### config.mk
export PLATFORM = sky130hd
export DESIGN_NAME = mem_port_arbiter_flat
export DESIGN_NICKNAME = d
export VERILOG_FILES = /design/src/rtl/mem_port_arbiter_pkg.sv /design/src/rtl/mem_port_arbiter_if.sv /design/src/rtl/mem_port_arbiter_streak_counter.sv /design/src/rtl/mem_port_arbiter.sv /design/src/flat_wrapper.sv
export SDC_FILE = /design/constraint.sdc
export NUM_CORES = 1
export LEC_CHECK = 0
export ABC_AREA = 1
export BUFFER_PORTS_ARGS = -buffer_cell sky130_fd_sc_hd__buf_2
export CORE_MARGIN = 2
export CORE_UTILIZATION = 29
export DETAILED_ROUTE_END_ITERATION = 7
export GPL_ROUTABILITY_DRIVEN = 0
export MAX_ROUTING_LAYER = met4
export PLACE_DENSITY = 0.6
export REMOVE_ABC_BUFFERS = 1
export SLEW_MARGIN = 5
export SYNTH_ARGS = -nofsm -noshare
export SYNTH_HDL_FRONTEND = slang
export SYNTH_SLANG_ARGS = --single-unit
### constraint.sdc
create_clock -name clk -period 4.2 [get_ports clk]
set_clock_uncertainty 0.1 [all_clocks]
set_input_delay 0.42 -clock clk [delete_from_list [all_inputs] [get_ports clk]]
set_output_delay 0.42 -clock clk [all_outputs]
set_load 0.01 [all_outputs]
### src/rtl/mem_port_arbiter_pkg.sv
// Shared types and default widths for the unified memory port arbiter.
package mem_port_arbiter_pkg;

    localparam int unsigned AW_DEFAULT            = 32;
    localparam int unsigned DW_DEFAULT            = 32;
    localparam int unsigned LS_STREAK_MAX_DEFAULT = 4;

    typedef enum logic [1:0] {
        ST_IDLE  = 2'd0,
        ST_ISSUE = 2'd1,
        ST_WAIT  = 2'd2
    } state_e;

    typedef enum logic {
        OWN_IF = 1'b0,
        OWN_LS = 1'b1
    } owner_e;

endpackage

### src/rtl/mem_port_arbiter_if.sv
// Bundle of fetch, load/store and memory handshake signals around the arbiter.
// master: the arbiter itself; slave: the requesters and memory around it.
interface mem_port_arbiter_if
    import mem_port_arbiter_pkg::*;
#(
    parameter int unsigned AW = AW_DEFAULT,
    parameter int unsigned DW = DW_DEFAULT
);

    logic            if_req;
    logic [AW-1:0]   if_addr;
    logic            if_done;
    logic [DW-1:0]   if_rdata;

    logic            ls_req;
    logic            ls_we;
    logic [AW-1:0]   ls_addr;
    logic [DW-1:0]   ls_wdata;
    logic [DW/8-1:0] ls_be;
    logic            ls_done;
    logic [DW-1:0]   ls_rdata;

    logic            mem_req;
    logic            mem_we;
    logic [AW-1:0]   mem_addr;
    logic [DW-1:0]   mem_wdata;
    logic [DW/8-1:0] mem_be;
    logic            mem_ready;
    logic            mem_rvalid;
    logic [DW-1:0]   mem_rdata;

    logic            busy;

    modport master (
        input  if_req, if_addr,
        output if_done, if_rdata,
        input  ls_req, ls_we, ls_addr, ls_wdata, ls_be,
        output ls_done, ls_rdata,
        output mem_req, mem_we, mem_addr, mem_wdata, mem_be,
        input  mem_ready, mem_rvalid, mem_rdata,
        output busy
    );

    modport slave (
        output if_req, if_addr,
        input  if_done, if_rdata,
        output ls_req, ls_we, ls_addr, ls_wdata, ls_be,
        input  ls_done, ls_rdata,
        input  mem_req, mem_we, mem_addr, mem_wdata, mem_be,
        output mem_ready, mem_rvalid, mem_rdata,
        input  busy
    );

endinterface

### src/rtl/mem_port_arbiter_streak_counter.sv
// Grant decision between fetch and load/store, with a saturating count of
// consecutive load/store wins taken while fetch was waiting.
module arb_streak_counter #(
    parameter int unsigned LS_STREAK_MAX = 4
) (
    input  logic clk,
    input  logic reset,
    input  logic if_req_i,
    input  logic ls_req_i,
    input  logic eval_i,
    output logic grant_ls_o
);

    logic [3:0] streak_q;
    logic [3:0] streak_d;
    logic       at_max;

    assign at_max     = (streak_q == 4'(LS_STREAK_MAX));
    assign grant_ls_o = ls_req_i && (!if_req_i || !at_max);

    // NOTE: streak_d gets its hold value first so no path through this block
    // leaves it unassigned, which would otherwise infer a latch.
    always_comb begin
        streak_d = streak_q;
        if (eval_i && (if_req_i || ls_req_i)) begin
            if (grant_ls_o && if_req_i) begin
                streak_d = at_max ? streak_q : streak_q + 4'd1;
            end else begin
                streak_d = '0;
            end
        end
    end

    always_ff @(posedge clk or posedge reset) begin
        if (reset) begin
            streak_q <= '0;
        end else begin
            streak_q <= streak_d;
        end
    end

endmodule

### src/rtl/mem_port_arbiter.sv
// Shares one memory port between fetch and load/store, one transaction at a
// time, returning read data to the owner with a single-cycle done pulse.
module mem_port_arbiter
    import mem_port_arbiter_pkg::*;
#(
    parameter int unsigned AW            = AW_DEFAULT,
    parameter int unsigned DW            = DW_DEFAULT,
    parameter int unsigned LS_STREAK_MAX = LS_STREAK_MAX_DEFAULT
) (
    input  logic                clk,
    input  logic                reset,
    mem_port_arbiter_if.master  bus
);

    state_e          state_q;
    owner_e          owner_q;
    logic            mem_req_q;
    logic            mem_we_q;
    logic [AW-1:0]   mem_addr_q;
    logic [DW-1:0]   mem_wdata_q;
    logic [DW/8-1:0] mem_be_q;
    logic            if_done_q;
    logic            ls_done_q;
    logic [DW-1:0]   if_rdata_q;
    logic [DW-1:0]   ls_rdata_q;

    logic            eval;
    logic            grant_ls;
    logic            complete;

    assign eval = (state_q == ST_IDLE);

    arb_streak_counter #(
        .LS_STREAK_MAX(LS_STREAK_MAX)
    ) u_streak (
        .clk       (clk),
        .reset     (reset),
        .if_req_i  (bus.if_req),
        .ls_req_i  (bus.ls_req),
        .eval_i    (eval),
        .grant_ls_o(grant_ls)
    );

    // Completion can come straight out of ISSUE when memory answers in the accept cycle.
    assign complete = ((state_q == ST_ISSUE) && bus.mem_ready && bus.mem_rvalid) ||
                      ((state_q == ST_WAIT)  && bus.mem_rvalid);

    // NOTE: all state here uses non-blocking assignments so every register
    // samples the pre-edge values, regardless of statement order.
    always_ff @(posedge clk or posedge reset) begin
        if (reset) begin
            state_q     <= ST_IDLE;
            owner_q     <= OWN_IF;
            mem_req_q   <= 1'b0;
            mem_we_q    <= 1'b0;
            mem_addr_q  <= '0;
            mem_wdata_q <= '0;
            mem_be_q    <= '0;
            if_done_q   <= 1'b0;
            ls_done_q   <= 1'b0;
            if_rdata_q  <= '0;
            ls_rdata_q  <= '0;
        end else begin
            if_done_q <= 1'b0;
            ls_done_q <= 1'b0;

            case (state_q)
                ST_IDLE: begin
                    if (bus.if_req || bus.ls_req) begin
                        state_q   <= ST_ISSUE;
                        mem_req_q <= 1'b1;
                        if (grant_ls) begin
                            owner_q     <= OWN_LS;
                            mem_we_q    <= bus.ls_we;
                            mem_addr_q  <= bus.ls_addr;
                            mem_wdata_q <= bus.ls_wdata;
                            mem_be_q    <= bus.ls_be;
                        end else begin
                            owner_q     <= OWN_IF;
                            mem_we_q    <= 1'b0;
                            mem_addr_q  <= bus.if_addr;
                            mem_wdata_q <= '0;
                            mem_be_q    <= '1;
                        end
                    end
                end
                ST_ISSUE: begin
                    if (bus.mem_ready) begin
                        mem_req_q <= 1'b0;
                        state_q   <= bus.mem_rvalid ? ST_IDLE : ST_WAIT;
                    end
                end
                ST_WAIT: begin
                    if (bus.mem_rvalid) begin
                        state_q <= ST_IDLE;
                    end
                end
                default: begin
                    state_q   <= ST_IDLE;
                    mem_req_q <= 1'b0;
                end
            endcase

            if (complete) begin
                if (owner_q == OWN_LS) begin
                    ls_done_q <= 1'b1;
                    if (!mem_we_q) begin
                        ls_rdata_q <= bus.mem_rdata;
                    end
                end else begin
                    if_done_q  <= 1'b1;
                    if_rdata_q <= bus.mem_rdata;
                end
            end
        end
    end

    assign bus.mem_req   = mem_req_q;
    assign bus.mem_we    = mem_we_q;
    assign bus.mem_addr  = mem_addr_q;
    assign bus.mem_wdata = mem_wdata_q;
    assign bus.mem_be    = mem_be_q;
    assign bus.if_done   = if_done_q;
    assign bus.if_rdata  = if_rdata_q;
    assign bus.ls_done   = ls_done_q;
    assign bus.ls_rdata  = ls_rdata_q;
    assign bus.busy      = (state_q != ST_IDLE);

endmodule
### src/flat_wrapper.sv
// flat-port wrapper written by rule: the top's interface ports become plain ports
module mem_port_arbiter_flat import mem_port_arbiter_pkg::*;
#(
    parameter int unsigned AW            = AW_DEFAULT,
    parameter int unsigned DW            = DW_DEFAULT,
    parameter int unsigned LS_STREAK_MAX = LS_STREAK_MAX_DEFAULT
)
  (clk, reset, bus_if_req, bus_if_addr, bus_if_done, bus_if_rdata, bus_ls_req, bus_ls_we, bus_ls_addr, bus_ls_wdata, bus_ls_be, bus_ls_done, bus_ls_rdata, bus_mem_req, bus_mem_we, bus_mem_addr, bus_mem_wdata, bus_mem_be, bus_mem_ready, bus_mem_rvalid, bus_mem_rdata, bus_busy);
  mem_port_arbiter_if #(.AW(AW), .DW(DW)) bus_i ();
  input  logic clk;
  input  logic reset;
  input wire logic [$bits(bus_i.if_req)-1:0] bus_if_req;
  input wire logic [$bits(bus_i.if_addr)-1:0] bus_if_addr;
  output wire logic [$bits(bus_i.if_done)-1:0] bus_if_done;
  output wire logic [$bits(bus_i.if_rdata)-1:0] bus_if_rdata;
  input wire logic [$bits(bus_i.ls_req)-1:0] bus_ls_req;
  input wire logic [$bits(bus_i.ls_we)-1:0] bus_ls_we;
  input wire logic [$bits(bus_i.ls_addr)-1:0] bus_ls_addr;
  input wire logic [$bits(bus_i.ls_wdata)-1:0] bus_ls_wdata;
  input wire logic [$bits(bus_i.ls_be)-1:0] bus_ls_be;
  output wire logic [$bits(bus_i.ls_done)-1:0] bus_ls_done;
  output wire logic [$bits(bus_i.ls_rdata)-1:0] bus_ls_rdata;
  output wire logic [$bits(bus_i.mem_req)-1:0] bus_mem_req;
  output wire logic [$bits(bus_i.mem_we)-1:0] bus_mem_we;
  output wire logic [$bits(bus_i.mem_addr)-1:0] bus_mem_addr;
  output wire logic [$bits(bus_i.mem_wdata)-1:0] bus_mem_wdata;
  output wire logic [$bits(bus_i.mem_be)-1:0] bus_mem_be;
  input wire logic [$bits(bus_i.mem_ready)-1:0] bus_mem_ready;
  input wire logic [$bits(bus_i.mem_rvalid)-1:0] bus_mem_rvalid;
  input wire logic [$bits(bus_i.mem_rdata)-1:0] bus_mem_rdata;
  output wire logic [$bits(bus_i.busy)-1:0] bus_busy;
  assign bus_i.if_req = bus_if_req;
  assign bus_i.if_addr = bus_if_addr;
  assign bus_if_done = bus_i.if_done;
  assign bus_if_rdata = bus_i.if_rdata;
  assign bus_i.ls_req = bus_ls_req;
  assign bus_i.ls_we = bus_ls_we;
  assign bus_i.ls_addr = bus_ls_addr;
  assign bus_i.ls_wdata = bus_ls_wdata;
  assign bus_i.ls_be = bus_ls_be;
  assign bus_ls_done = bus_i.ls_done;
  assign bus_ls_rdata = bus_i.ls_rdata;
  assign bus_mem_req = bus_i.mem_req;
  assign bus_mem_we = bus_i.mem_we;
  assign bus_mem_addr = bus_i.mem_addr;
  assign bus_mem_wdata = bus_i.mem_wdata;
  assign bus_mem_be = bus_i.mem_be;
  assign bus_i.mem_ready = bus_mem_ready;
  assign bus_i.mem_rvalid = bus_mem_rvalid;
  assign bus_i.mem_rdata = bus_mem_rdata;
  assign bus_busy = bus_i.busy;
  mem_port_arbiter #(.AW(AW), .DW(DW), .LS_STREAK_MAX(LS_STREAK_MAX)) u_core (.clk(clk), .reset(reset), .bus(bus_i));
endmodule
After elaboration in Yosys (flattened, before gate mapping)

Index checks and enable logic that the tools add are counted.

Add/sub/neg operators: 1
Equal/unequal tests: 7
Muxes and demuxes: 19
Bitwise operators: 3
Reduce and logical (&&, ||, !) cells: 19

Operators by type and width:

| cell                  | number |
|---|---|
| $mux W32              | 2 |
| $mux W4               | 3 |
| $reduce_and A3 Y1     | 3 |
| $mux W1               | 8 |
| $mux W2               | 4 |
| $logic_and A1 B1 Y1   | 6 |
| $ne A2 B2 Y1 const B  | 3 |
| $pmux W2 S3           | 1 |
| $reduce_and A2 Y1     | 3 |
| $add A4 B1 Y4 const B | 1 |
| $eq A4 B3 Y1 const B  | 1 |
| $logic_or A1 B1 Y1    | 3 |
| $not A1 Y1            | 3 |
| $pmux W1 S3           | 1 |
| $eq A2 B1 Y1 const B  | 1 |
| $eq A2 B2 Y1 const B  | 1 |
| $logic_not A1 Y1      | 2 |
| $logic_not A2 Y1      | 1 |
| $ne A2 B1 Y1 const B  | 1 |
| $reduce_bool A2 Y1    | 1 |

Register bits after elaboration: 143
Input port bits: 139
Word-level logic and storage cells: 61

Depth between registers and ports, before layout

Word-level depth: 7
Gate-level depth with buffers: 10

By module

A second synthesis with hierarchy kept.

Cell total of the unflattened synthesis: 692
Area, all modules: 6155.9 µm²

By module, submodules not included:

| module             | times used | cells each | area each (µm²) | seq. area each (µm²) |
|---|---|---|---|---|
| mem_port_arbiter   | 1          | 650        | 5869.4          | 3478.3 |
| arb_streak_counter | 1          | 42         | 286.5           | 100.1 |

Least setup slack after synthesis

OpenSTA, ideal clock, no wires.

Path kind: register -> register
Start point: register u_core.u_streak.streak_q[0]
End point: register u_core.mem_addr_q[16] (netlist: u_core.bus.mem_addr[16])
Setup time: 0.118 ns
Arrival: 1.295 ns
Data required time: 3.982 ns
Path slack: 2.687 ns
Stages on the path, launching flop included: 11
Buffers on the path: 1
Clock period less this slack: 1.513 ns
Cell sequence: dfrtp_1 inv_1 ha_1 inv_1 nor2_1 nand2_4 nand2_2 buf_2 nand2_1 nand3_1 nand2_1

Cells in the longest elaborated chain, start to end: 5

Ends and longest elaborated chain:

| element                | line                                  | source |
|---|---|---|
| start, declared        | mem_port_arbiter_streak_counter.sv:14 | `logic [3:0] streak_q;` |
| start signal, assigned | mem_port_arbiter_streak_counter.sv:38 | `streak_q <= streak_d;` |
| $eq A4 B3 Y1           | mem_port_arbiter_streak_counter.sv:18 | `assign at_max = (streak_q == 4'(LS_STREAK_MAX));` |
| $logic_not A1 Y1       | mem_port_arbiter_streak_counter.sv:19 | `assign grant_ls_o = ls_req_i && (!if_req_i \|\| !at_max);` |
| $logic_or A1 B1 Y1     | mem_port_arbiter_streak_counter.sv:19 |  |
| $logic_and A1 B1 Y1    | mem_port_arbiter_streak_counter.sv:19 |  |
| $mux W32               | mem_port_arbiter.sv:72                | `if (grant_ls) begin` |
| end signal, assigned   | mem_port_arbiter.sv:75                | `mem_addr_q <= bus.ls_addr;` |
| end signal, assigned   | mem_port_arbiter.sv:81                | `mem_addr_q <= bus.if_addr;` |
| end, declared          | mem_port_arbiter.sv:19                | `logic [AW-1:0] mem_addr_q;` |

Every way passes these cells.
A chain may end at the register's enable or synchronous reset.

Final worst setup path

Start point: register u_core.state_q[1]
End point: register u_core.if_rdata_q[6] (netlist: u_core.bus.if_rdata[6])

Cells in the longest elaborated chain, start to end: 5
Elaborated cells on any way between the ends: 7
Those cells by class: eq/ne (2); reduce/logical (5)

Ends and longest elaborated chain:

| element                          | line                    | source |
|---|---|---|
| start, declared                  | mem_port_arbiter.sv:15  | `state_e state_q;` |
| start signal, assigned           | mem_port_arbiter.sv:90  | `state_q <= bus.mem_rvalid ? ST_IDLE : ST_WAIT;` |
| $eq A2 B1 Y1                     | mem_port_arbiter.sv:45  | `assign complete = ((state_q == ST_ISSUE) && bus.mem_ready && bus.mem_rvalid) \|\|` |
| $logic_and A1 B1 Y1 (2 in a row) | mem_port_arbiter.sv:45  |  |
| $logic_or A1 B1 Y1 (*)           | mem_port_arbiter.sv:45  |  |
| $reduce_and A2 Y1 (no line) (*)  | n/a                     |  |
| end signal, assigned             | mem_port_arbiter.sv:112 | `if_rdata_q <= bus.mem_rdata;` |
| end, declared                    | mem_port_arbiter.sv:24  | `logic [DW-1:0] if_rdata_q;` |

Mark *: on every way between the ends. The rest lies on a longest branch, timed or not.

==> impl_results.md <==
* Initial antenna violation count at 1
* Adder-cell share of the synthesized area at 0.00399
* Vias per cell at 4.46
* Post-cts sizing count at 0
* Depth of the CTS H-tree at 4
* Hold Path Depth at 3
* Netlist cell types at 24
* Antenna Nets Post-Route at 0
* Clk buf depth at 2
* Crit path kind: reg2reg
* Drt first pass iters at 4
* Post-CTS Setup Bufs at 0
* Synth warn at 0
* CTS clk-pin slew, worst paths at 70 ps
* Final worst path period share at 0.654
* Largest fanout on the critical path at 33
* Clock root buffer: clkbuf_16
* Most common cell after layout, fill and taps aside: nand2_1
* Worst setup EP type: register
* Die height at 151 um
* Max Freq at 364 MHz
* Starting DRT DRC Count at 246
* Sw Pwr at 0.00243 W
* Crit start category: register
* Post-DP Area at 7830 um^2
* PD cells at 718 nW/um^2
* Post-Synth Simple-Gate Area at 0.334
* XOR/XNOR share of the synthesized area at 0
* Hpwl dp at 13.4 mm
* Complex-gate fraction of the synthesized area at 0.00618
* Worst-Margin Slew at 869 ps
* Internal Pwr Total at 0.00360 W
* Minimum clock period at 2750 ps
* Via Count at 5892
* Num CTS Buffers at 17
* Clock Sink Count at 143
* Status: completed
* WHS Endpoint: u_core.bus.mem_wdata[11]$_DFFE_PP0P_
* Initial core utilization at 0.297
* Avg WL per Cell at 14.5 um
* Final WL at 19.2 mm
* R2R Path End: u_core.bus.if_rdata[6]$_DFFE_PP0P_
* DRC viols at 0
* Clock Latency Late Sink at 410 ps
* RSZ-0062 raised after global routing: no
* Switching Share at 0.403
* Final Cell Area at 8390 um^2
* Avg Synthesized Cell Area at 8.11 um^2
* Core Box Area at 21200 um^2
* Register area share after synthesis at 0.570
* Relative slew slack at 0.421
* Hold_buf cts at 0
* Number of max-cap violations at 0
* Setup crit start: u_core.state_q[1]$_DFFE_PP0P_
* Hold Crit Class: in2reg
* Peak supply drop at 268 uV
* Vias in the first global route at 5633
* Layout area overhead at 33.8%
* Chip width at 151 um
* Reg-to-reg slack, setup at 1450 ps
* Layout net count at 1174
* Fill cell count at 2214
* WP data arrival at 2990 ps
* Mapped Cells at 774
* Gr usage total at 0.174
* Flop pwr share at 0.388
* Clock share of power at 0.241
* Die ar. at 22800 um^2
* Final Hold Vio Count at 0
* Most frequent cells in the layout: nand2_1, buf_2, dfrtp_1
* Netlist Area Pre-Place at 6270 um^2
* CP required at 4450 ps
* Share of layout cells above drive strength 1 at 0.315
* Leakage at 5.01 nW
* CTS tree: done
* Hold_ws at 84.9 ps
* PortBufs at 275
* Number of I/O pins at 276
* First-pass GRT wire length at 29.8 mm
* Worst r2r src: u_core.state_q[1]$_DFFE_PP0P_
* Final max-slew violation count at 0
* Seq cells post-synth at 143
* Setup violators final at 0
* Comb pwr share at 0.371
* Remaining global-route overflow at 0
* Row cnt at 53
* Hold Path Origin: bus_ls_wdata[11]
* Reg2Reg Depth at 7
* Mux cell area share after synthesis at 0
* Largest net degree at the start of global routing at 95
* Main combinational cell family by area after synthesis: simple AND/OR/NAND/NOR gates
[metrics by stage]
stage | power (W) | util | instances | setup WS (ps) | setup TNS [ps]
2_1_floorplan | 0.00352 | - | 731 | -158 | -22580
3_3_place_gp | 0.00460 | 0.370 | 1289 | 1400 | 0
3_5_place_dp | 0.00463 | 0.370 | 1289 | 1330 | 0
4_1_cts | 0.00612 | 0.397 | 1321 | 1420 | 0
5_1_grt | 0.00650 | 0.397 | 1322 | 1200 | 0
6_report | 0.00602 | 0.397 | 1322 | 1450 | 0
[registers in the layout, indices dropped and copies added (netlist names)]
signal	count
u_core.bus.mem_we	1
u_core.u_streak.streak_q	4
u_core.bus.if_rdata	32
u_core.bus.ls_done	1
u_core.owner_q	1
u_core.bus.mem_addr	32
u_core.bus.mem_req	1
u_core.bus.mem_wdata	32
u_core.bus.mem_be	4
u_core.state_q	2
u_core.bus.ls_rdata	32
u_core.bus.if_done	1
[power by group through the flow]
| stage | Combinational (W) | Clock, W | Sequential [W] |
|---|---|---|---|
| floorplan | 0.000894 | 0 | 0.00263 |
| global placement | 0.00225 | 0 | 0.00235 |
| detailed placement | 0.00229 | 0 | 0.00234 |
| CTS | 0.00228 | 0.00150 | 0.00234 |
| global route | 0.00253 | 0.00156 | 0.00241 |
| finish | 0.00224 | 0.00145 | 0.00234 |
[worst max-delay path by stage]
stage	to	slack, ps
floorplan	u_core.bus.if_done$_DFF_PP0_	-160
global placement	u_core.bus.if_rdata[6]$_DFFE_PP0P_	1400
detailed placement	u_core.bus.if_rdata[6]$_DFFE_PP0P_	1330
CTS	u_core.bus.if_rdata[6]$_DFFE_PP0P_	1420
finish	u_core.bus.if_rdata[6]$_DFFE_PP0P_	1450
global route	u_core.bus.if_rdata[27]$_DFFE_PP0P_	1200
[synthesized netlist by cell type]
library cell  instances  share of area
nand3b_1              1         0.0012
a21oi_1               2         0.0016
o21ai_0               3         0.0024
nand3_1              68          0.054
nand2_2               4         0.0040
nand4_1              35          0.035
nand2_4               1         0.0018
ha_1                  2         0.0040
o22ai_1               1         0.0010
nor2_1               17          0.010
nand2_1             369           0.22
inv_1                75          0.045
o21bai_1              1         0.0012
buf_2                19          0.015
inv_2                 5         0.0030
buf_1                 2         0.0012
clkinv_1              1        0.00060
buf_6                 1         0.0018
buf_4                11          0.013
clkbuf_1             10         0.0060
nand3_2               1         0.0016
dfrtp_1             143           0.57
nor2_8                1         0.0032
nor2_4                1         0.0018
[routing by layer]
layer,wire (um),GRT usage,part of all wire,up-vias
met5,0,-,0,-
met4,275,0.0533,0.014,0
met3,1530,0.0389,0.080,15
met2,8710,0.268,0.45,268
met1,8700,0.230,0.45,2710
li1,-,-,-,2899
[cells by family (layout without fill, tap and decap cells)]
logic type                 Yosys count  count (layout)
DFF                                143             143
AOI/OAI and AO/OA                    7               7
and+or+nand+nor                    498             498
adders and majority gates            2               2
other                                0               1
buffers and inverters              124             396
[worst max-delay path, cell delays in order (launching register included)]
cell and delay [ps]:
dfrtp_1 420, inv_2 90, nand4_1 120, nand2_2 490, nand2_2 600, inv_2 650, nand2_1 110, nand2_1 100
[final cells by class]
class / count / area [um^2] / share of cell area
clock buffer: 18 / 439 / 0.0523
multi-input combinational: 507 / 2160 / 0.257
inverter: 81 / 309 / 0.0368
clock inverter: 14 / 125 / 0.0149
timing repair buffer: 283 / 1440 / 0.171
sequential: 143 / 3580 / 0.426
antenna: 1 / 2.50 / 0.000298
tap: 275 / 344 / 0.0410
Note: power is estimated with default switching activity, not from simulation.
